## src/rtl/alu_share_arbiter.sv

```systemverilog
// alu_share_arbiter: round-robin sharing of one combinational ALU between two requesters
// Define ALU_ARB_OPCHK_EN to add rsp_err and suppress out-of-range opcodes (sel > 4'b1010).
module alu_share_arbiter #(
    parameter int ALU_WIDTH = 32
) (
    input  logic                 clk,
    input  logic                 rst_n,
    input  logic                 req0_valid,
    output logic                 req0_ready,
    input  logic [ALU_WIDTH-1:0] req0_data1,
    input  logic [ALU_WIDTH-1:0] req0_data2,
    input  logic [3:0]           req0_sel,
    input  logic                 req1_valid,
    output logic                 req1_ready,
    input  logic [ALU_WIDTH-1:0] req1_data1,
    input  logic [ALU_WIDTH-1:0] req1_data2,
    input  logic [3:0]           req1_sel,
    output logic [ALU_WIDTH-1:0] alu_data1,
    output logic [ALU_WIDTH-1:0] alu_data2,
    output logic [3:0]           alu_sel,
    input  logic [ALU_WIDTH-1:0] alu_result,
    output logic                 rsp_valid,
    input  logic                 rsp_ready,
    output logic                 rsp_id,
    output logic [ALU_WIDTH-1:0] rsp_data,
`ifdef ALU_ARB_OPCHK_EN
    output logic                 rsp_err,
`endif
    output logic                 busy
);
    localparam logic [1:0] IDLE = 2'd0;
    localparam logic [1:0] EXEC = 2'd1;
    localparam logic [1:0] RESP = 2'd2;

    logic [1:0] state;
    logic       last_grant;
    logic       grant0;
    logic       grant1;
    logic       bad_op;

    // On a tie the requester that did not win last time gets the ALU.
    always_comb begin
        grant0     = req0_valid & (~req1_valid | last_grant);
        grant1     = req1_valid & (~req0_valid | ~last_grant);
        req0_ready = rst_n & (state == IDLE) & grant0;
        req1_ready = rst_n & (state == IDLE) & grant1;
        busy       = state != IDLE;
    end

`ifdef ALU_ARB_OPCHK_EN
    assign bad_op = alu_sel > 4'd10;
`else
    assign bad_op = 1'b0;
`endif

    always_ff @(posedge clk or negedge rst_n) begin
        if (!rst_n) begin
            state      <= IDLE;
            last_grant <= 1'b1;
            alu_data1  <= '0;
            alu_data2  <= '0;
            alu_sel    <= 4'b0000;
            rsp_valid  <= 1'b0;
            rsp_id     <= 1'b0;
            rsp_data   <= '0;
`ifdef ALU_ARB_OPCHK_EN
            rsp_err    <= 1'b0;
`endif
        end else if (state == IDLE) begin
            if (grant0 | grant1) begin
                alu_data1  <= grant1 ? req1_data1 : req0_data1;
                alu_data2  <= grant1 ? req1_data2 : req0_data2;
                alu_sel    <= grant1 ? req1_sel : req0_sel;
                rsp_id     <= grant1;
                last_grant <= grant1;
                state      <= EXEC;
            end
        end else if (state == EXEC) begin
            rsp_data  <= bad_op ? '0 : alu_result;
            rsp_valid <= 1'b1;
`ifdef ALU_ARB_OPCHK_EN
            rsp_err   <= bad_op;
`endif
            state     <= RESP;
        end else if (state == RESP) begin
            if (rsp_ready) begin
                rsp_valid <= 1'b0;
`ifdef ALU_ARB_OPCHK_EN
                rsp_err   <= 1'b0;
`endif
                state     <= IDLE;
            end
        end else begin
            state <= IDLE;
        end
    end
endmodule

```

## config.mk

```make
export PLATFORM = sky130hd
export DESIGN_NAME = alu_share_arbiter
export DESIGN_NICKNAME = d
export VERILOG_FILES = /design/src/rtl/alu_share_arbiter.sv
export SDC_FILE = /design/constraint.sdc
export NUM_CORES = 1
export LEC_CHECK = 0
export CELL_PAD_IN_SITES_DETAIL_PLACEMENT = 0
export CELL_PAD_IN_SITES_GLOBAL_PLACEMENT = 2
export CORE_MARGIN = 2
export CORE_UTILIZATION = 20
export DETAILED_ROUTE_END_ITERATION = 8
export GPL_ROUTABILITY_DRIVEN = 0
export GPL_TIMING_DRIVEN = 0
export PLACE_DENSITY = 0.83
export SLEW_MARGIN = 20
export SYNTH_ARGS = -nofsm -noshare
export SYNTH_HDL_FRONTEND = slang
export SYNTH_SLANG_ARGS = --single-unit
```

## constraint.sdc

```tcl
create_clock -name clk -period 1.71 [get_ports clk]
set_input_delay 0.171 -clock clk [delete_from_list [all_inputs] [get_ports clk]]
set_output_delay 0.171 -clock clk [all_outputs]
set_load 0.005 [all_outputs]
```

# Word-level counts from Yosys, hierarchy flattened
# Cells that the tools add are included.
# word_totals
regBits	105
inputBits	173
out_inout_bits	105
word_cells	43
# op_classes
eq_ne	4
mux	11
bitwise	12
n_reduce_logical	8
# ops
operator	count
two-way mux 32 bit	2
two-way mux 2 bit	5
AND reduction 2 bit	3
nonzero test 2 bit	3
AND 1 bit	5
two-way mux 4 bit	1
inequality test 4 bit (second input constant)	1
inverter 1 bit	4
two-way mux 1 bit	3
bitwise OR 1 bit	3
AND reduction 3 bit	1
== test 2 x 1 -> 1 bit (second input constant)	1
== test 2 bit (second input constant)	1
zero test 2 bit	1
inequality test 2 x 1 -> 1 bit (second input constant)	1

# Longest topological paths before layout
# depth
depth_word	6
depth_mapped	8

# Least setup slack after synthesis
# No wires, ideal clock.
# synth_timing
kind	reg-to-reg
start	reg state[1]
end	reg rsp_data[10]
setup_time_ns	0.125
t_arrival_ns	1.364
slack_ns	0.222
path_stages_with_launch	6
path_cell_list	dfrtp_1 inv_1 ha_1 clkbuf_1 buf_2 mux2_2
# synth_via
elab_chain_cells	3
elab_cells_between_ends	4
# synth_rtl
element	line_no	text
from (decl)	35	logic [1:0] state;
from (signal assigned)	58	state <= IDLE;
from (signal assigned)	76	state <= EXEC;
from (signal assigned)	84	state <= RESP;
zero test 2 bit	69	end else if (state == IDLE) begin
inverter 1 bit (no line)	-	
AND reduction 2 bit (no line) (*)	-	
to (signal assigned)	79	rsp_data <= bad_op ? '0 : alu_result;
to (decl)	25	output logic [ALU_WIDTH-1:0] rsp_data,
# Every way passes the cells marked *; elsewhere a longest branch is shown, timed or not.
# A chain may end at the register's enable or synchronous reset.

# Worst setup path after layout
# layout_timing
start	reg state[1]
end	reg rsp_data[20]
# Same word-level chain as after synthesis.

==> impl_metrics.json <==
{
  "cellLeakagePower_nw": 3.37,
  "initial_core_util_pct": 20.2,
  "crit_arrival_ps": 1890,
  "setup.worst_path.end_class": "flip-flop",
  "dp.cells": 1032,
  "synth-edff-count": 0,
  "slew_viol_final": 0,
  "vdd_drop_max_uv": 669,
  "cts_inserted_buffers": 9,
  "r2r_slack_ps": 70,
  "holdWs_ps": -243,
  "synth-seq-cells": 105,
  "cp_max_fo": 10,
  "setup_violations": 0,
  "routedWlPerCell_microns": 15.9,
  "status": "finished with violations",
  "worst_pin_slew_ps": 535,
  "crit_buf_inv": 2,
  "drtPass1Iterations": 6,
  "slowest_stage": "dfrtp_1",
  "yosys.cell_types.count": 25,
  "worst_skew_pair.late_latency_ps": 360,
  "rsz0062_at_grt": "true",
  "design.die.area_sq_um": 24000,
  "syn_to_final_growth_pct": 77.7,
  "crit_type": "reg2reg",
  "vias_per_cell": 4.27,
  "coreArea_sq_um": 22500,
  "maxCapViolCount": 0,
  "syn_area_per_cell_sq_um": 9.69,
  "ys.flop_type": "dfrtp_1",
  "grt_antenna_before_repair": 0,
  "fmaxAchievable_mhz": 610,
  "hold_violations": 49,
  "ios": 278,
  "fin_crit_sh_pct": 95.8,
  "cp_data_required_time_ps": 1960,
  "syn_inst": 470,
  "fin_crit_ps": 1640,
  "skew_ps": 11.6,
  "cts-root-buf": "clkbuf_16",
  "drive_above_1_share_pct": 13.3,
  "clockBufferDepth": 2,
  "max_slew_margin_pct": 64.3,
  "reg2reg_depth": 4,
  "overflow": 0,
  "yosys_warnings": 0,
  "dpl_cell_area_sq_um": 7700,
  "num-nets-final": 936,
  "track_usage_pct": 13.7,
  "drc": 0,
  "fp.dieW_microns": 155,
  "worstReg2RegStart": "state[1]",
  "clock_sinks": 105,
  "stdcell_area_sq_um": 8090,
  "critPathLaunchType": "flip-flop",
  "via_count": 4480,
  "p_per_area_nw_per_um2": 1650,
  "ant_nets": 0,
  "cts_tree": "built",
  "num_rows": 55,
  "wl_microns": 16700,
  "h-tree-depth": 3,
  "grt_pass1_wl_microns": 25600,
  "grt_pass1_vias": 4498,
  "crit_path_max_incr_delay_ps": 410,
  "seq_area_frac_synth_pct": 57.7,
  "grt_max_degree": 57,
  "fill_cells": 2340,
  "synthArstFlopShare_pct": 100,
  "antenna_cells": 0,
  "dr.first_iter.drc_count": 150,
  "crit_path_cell_trace": "inv_2, ha_1, buf_2, mux2_2",
  "syn_area_sq_um": 4550,
  "min_path_type": "in2async",
  "path_clk_slew_ps": 90,
  "crit_start": "state[1]",
  "hpwl_microns": 12400,
  "syn_nets": 646,
  "violations": "negative hold slack",
  "die_h_microns": 155,
  "cp_top_family": "buffers and inverters",
  "r2r-end": "rsp_data[20]",
  "io_buffers": 276,
  "instances_no_fill": 1050
}
==> cells in the mapped netlist (3+ instances only) <==
cell | count | area, sq um
a21oi_1 | 139 | 696
buf_2 | 18 | 90.1
buf_4 | 3 | 22.5
buf_6 | 3 | 33.8
clkbuf_1 | 10 | 37.5
dfrtp_1 | 104 | 2600
ha_1 | 3 | 37.5
inv_1 | 4 | 15.0
mux2_2 | 33 | 372
nand2_1 | 71 | 267
nor2_1 | 68 | 255
==> cells in the final DEF (no fill, tap or decap), types with 3 or more instances in the layout <==
cell,instances
clkdlybuf4s50_1,271
buf_2,17
buf_4,8
clkbuf_2,7
mux2_2,33
nor2_1,68
inv_6,3
buf_6,5
dfrtp_1,104
nand2_1,71
a21oi_1,138
clkbuf_16,9
==> cell families (layout without fill, tap and decap cells) <==
kind of cell,Yosys count,count (layout),synth area share (%)
AO/OA/AOI/OAI,147,147,16.8
AND/OR/NAND/NOR,143,143,12.0
flip-flops,105,105,57.7
buffers and inverters,39,334,4.45
multiplexers,33,33,8.16
adder cells (fa/ha/maj),3,3,0.824
==> stage by stage <==
| step | util (%) | TNS [ps] | power [mW] | setup slack [ps] |
|---|---|---|---|---|
| 2_1_floorplan | - | 0 | 7.23 | 222 |
| 3_3_place_gp | 34.1 | -472830 | 11.2 | -4270 |
| 3_5_place_dp | 34.2 | -20900 | 11.2 | -720 |
| 4_1_cts | 35.8 | -47.4 | 13.6 | -47.4 |
| 5_1_grt | 35.9 | -527 | 14.4 | -46.5 |
| 6_report | 35.9 | 0 | 13.3 | 71.8 |
==> layout make-up <==
type | instances | area, sq um | area share [%]
Sequential cell | 105 | 2630 | 32.5
Inverter | 4 | 15.0 | 0.186
Multi-Input combinational cell | 326 | 1760 | 21.8
Clock buffer | 9 | 225 | 2.78
Buffer | 32 | 208 | 2.57
Timing Repair Buffer | 282 | 2820 | 34.8
Tap cell | 285 | 357 | 4.41
Clock inverter | 7 | 78.8 | 0.974
==> how the worst max path moves through the flow <==
stage	to	slack, ps	depth (start not counted)
after floorplan	rsp_data[10]	220	5
after global placement	alu_data1[27]	-4270	1
after detailed placement	req1_ready	-720	6
after CTS	req1_ready	-50	5
after global routing	rsp_data[19]	-50	4
final	rsp_data[20]	70	4
==> sequential cells by signal (all words and copies together), names as in the netlist <==
name / flops
rsp_id: 1
alu_data1: 32
alu_sel: 4
rsp_data: 32
alu_data2: 32
last_grant: 1
rsp_valid: 1
state: 2
==> repair_timing <==
item | in CTS | in global routing
hold endpoints to repair | 49 | 49
setup buffers | 4 | 1
resized for setup | 28 | 13
endpoints found under the setup margin | 102 | 64
pin swaps | 0 | 1
==> where the power goes <==
group	total (mW)	internal, mW	switching [mW]
registers	4.45	3.77	0.673
logic	6.76	3.96	2.80
clock network	2.14	1.05	1.09
total	13.3	8.77	4.57
==> worst reg2reg max path: cells and delay by family, from the launching register on <==
| family | cells | cell delay, ps |
|---|---|---|
| mux | 1 | 370 |
| buf+inv | 2 | 410 |
| flops | 1 | 410 |
| fa+ha+maj | 1 | 360 |
==> routing by layer <==
layer	part of all wire [%]	GRT usage (%)
met3	8.2	4.82
met5	0	0
met4	1.8	4.10
met1	44	17.3
met2	46	21.9
Note: power is estimated with default switching activity, not from simulation.
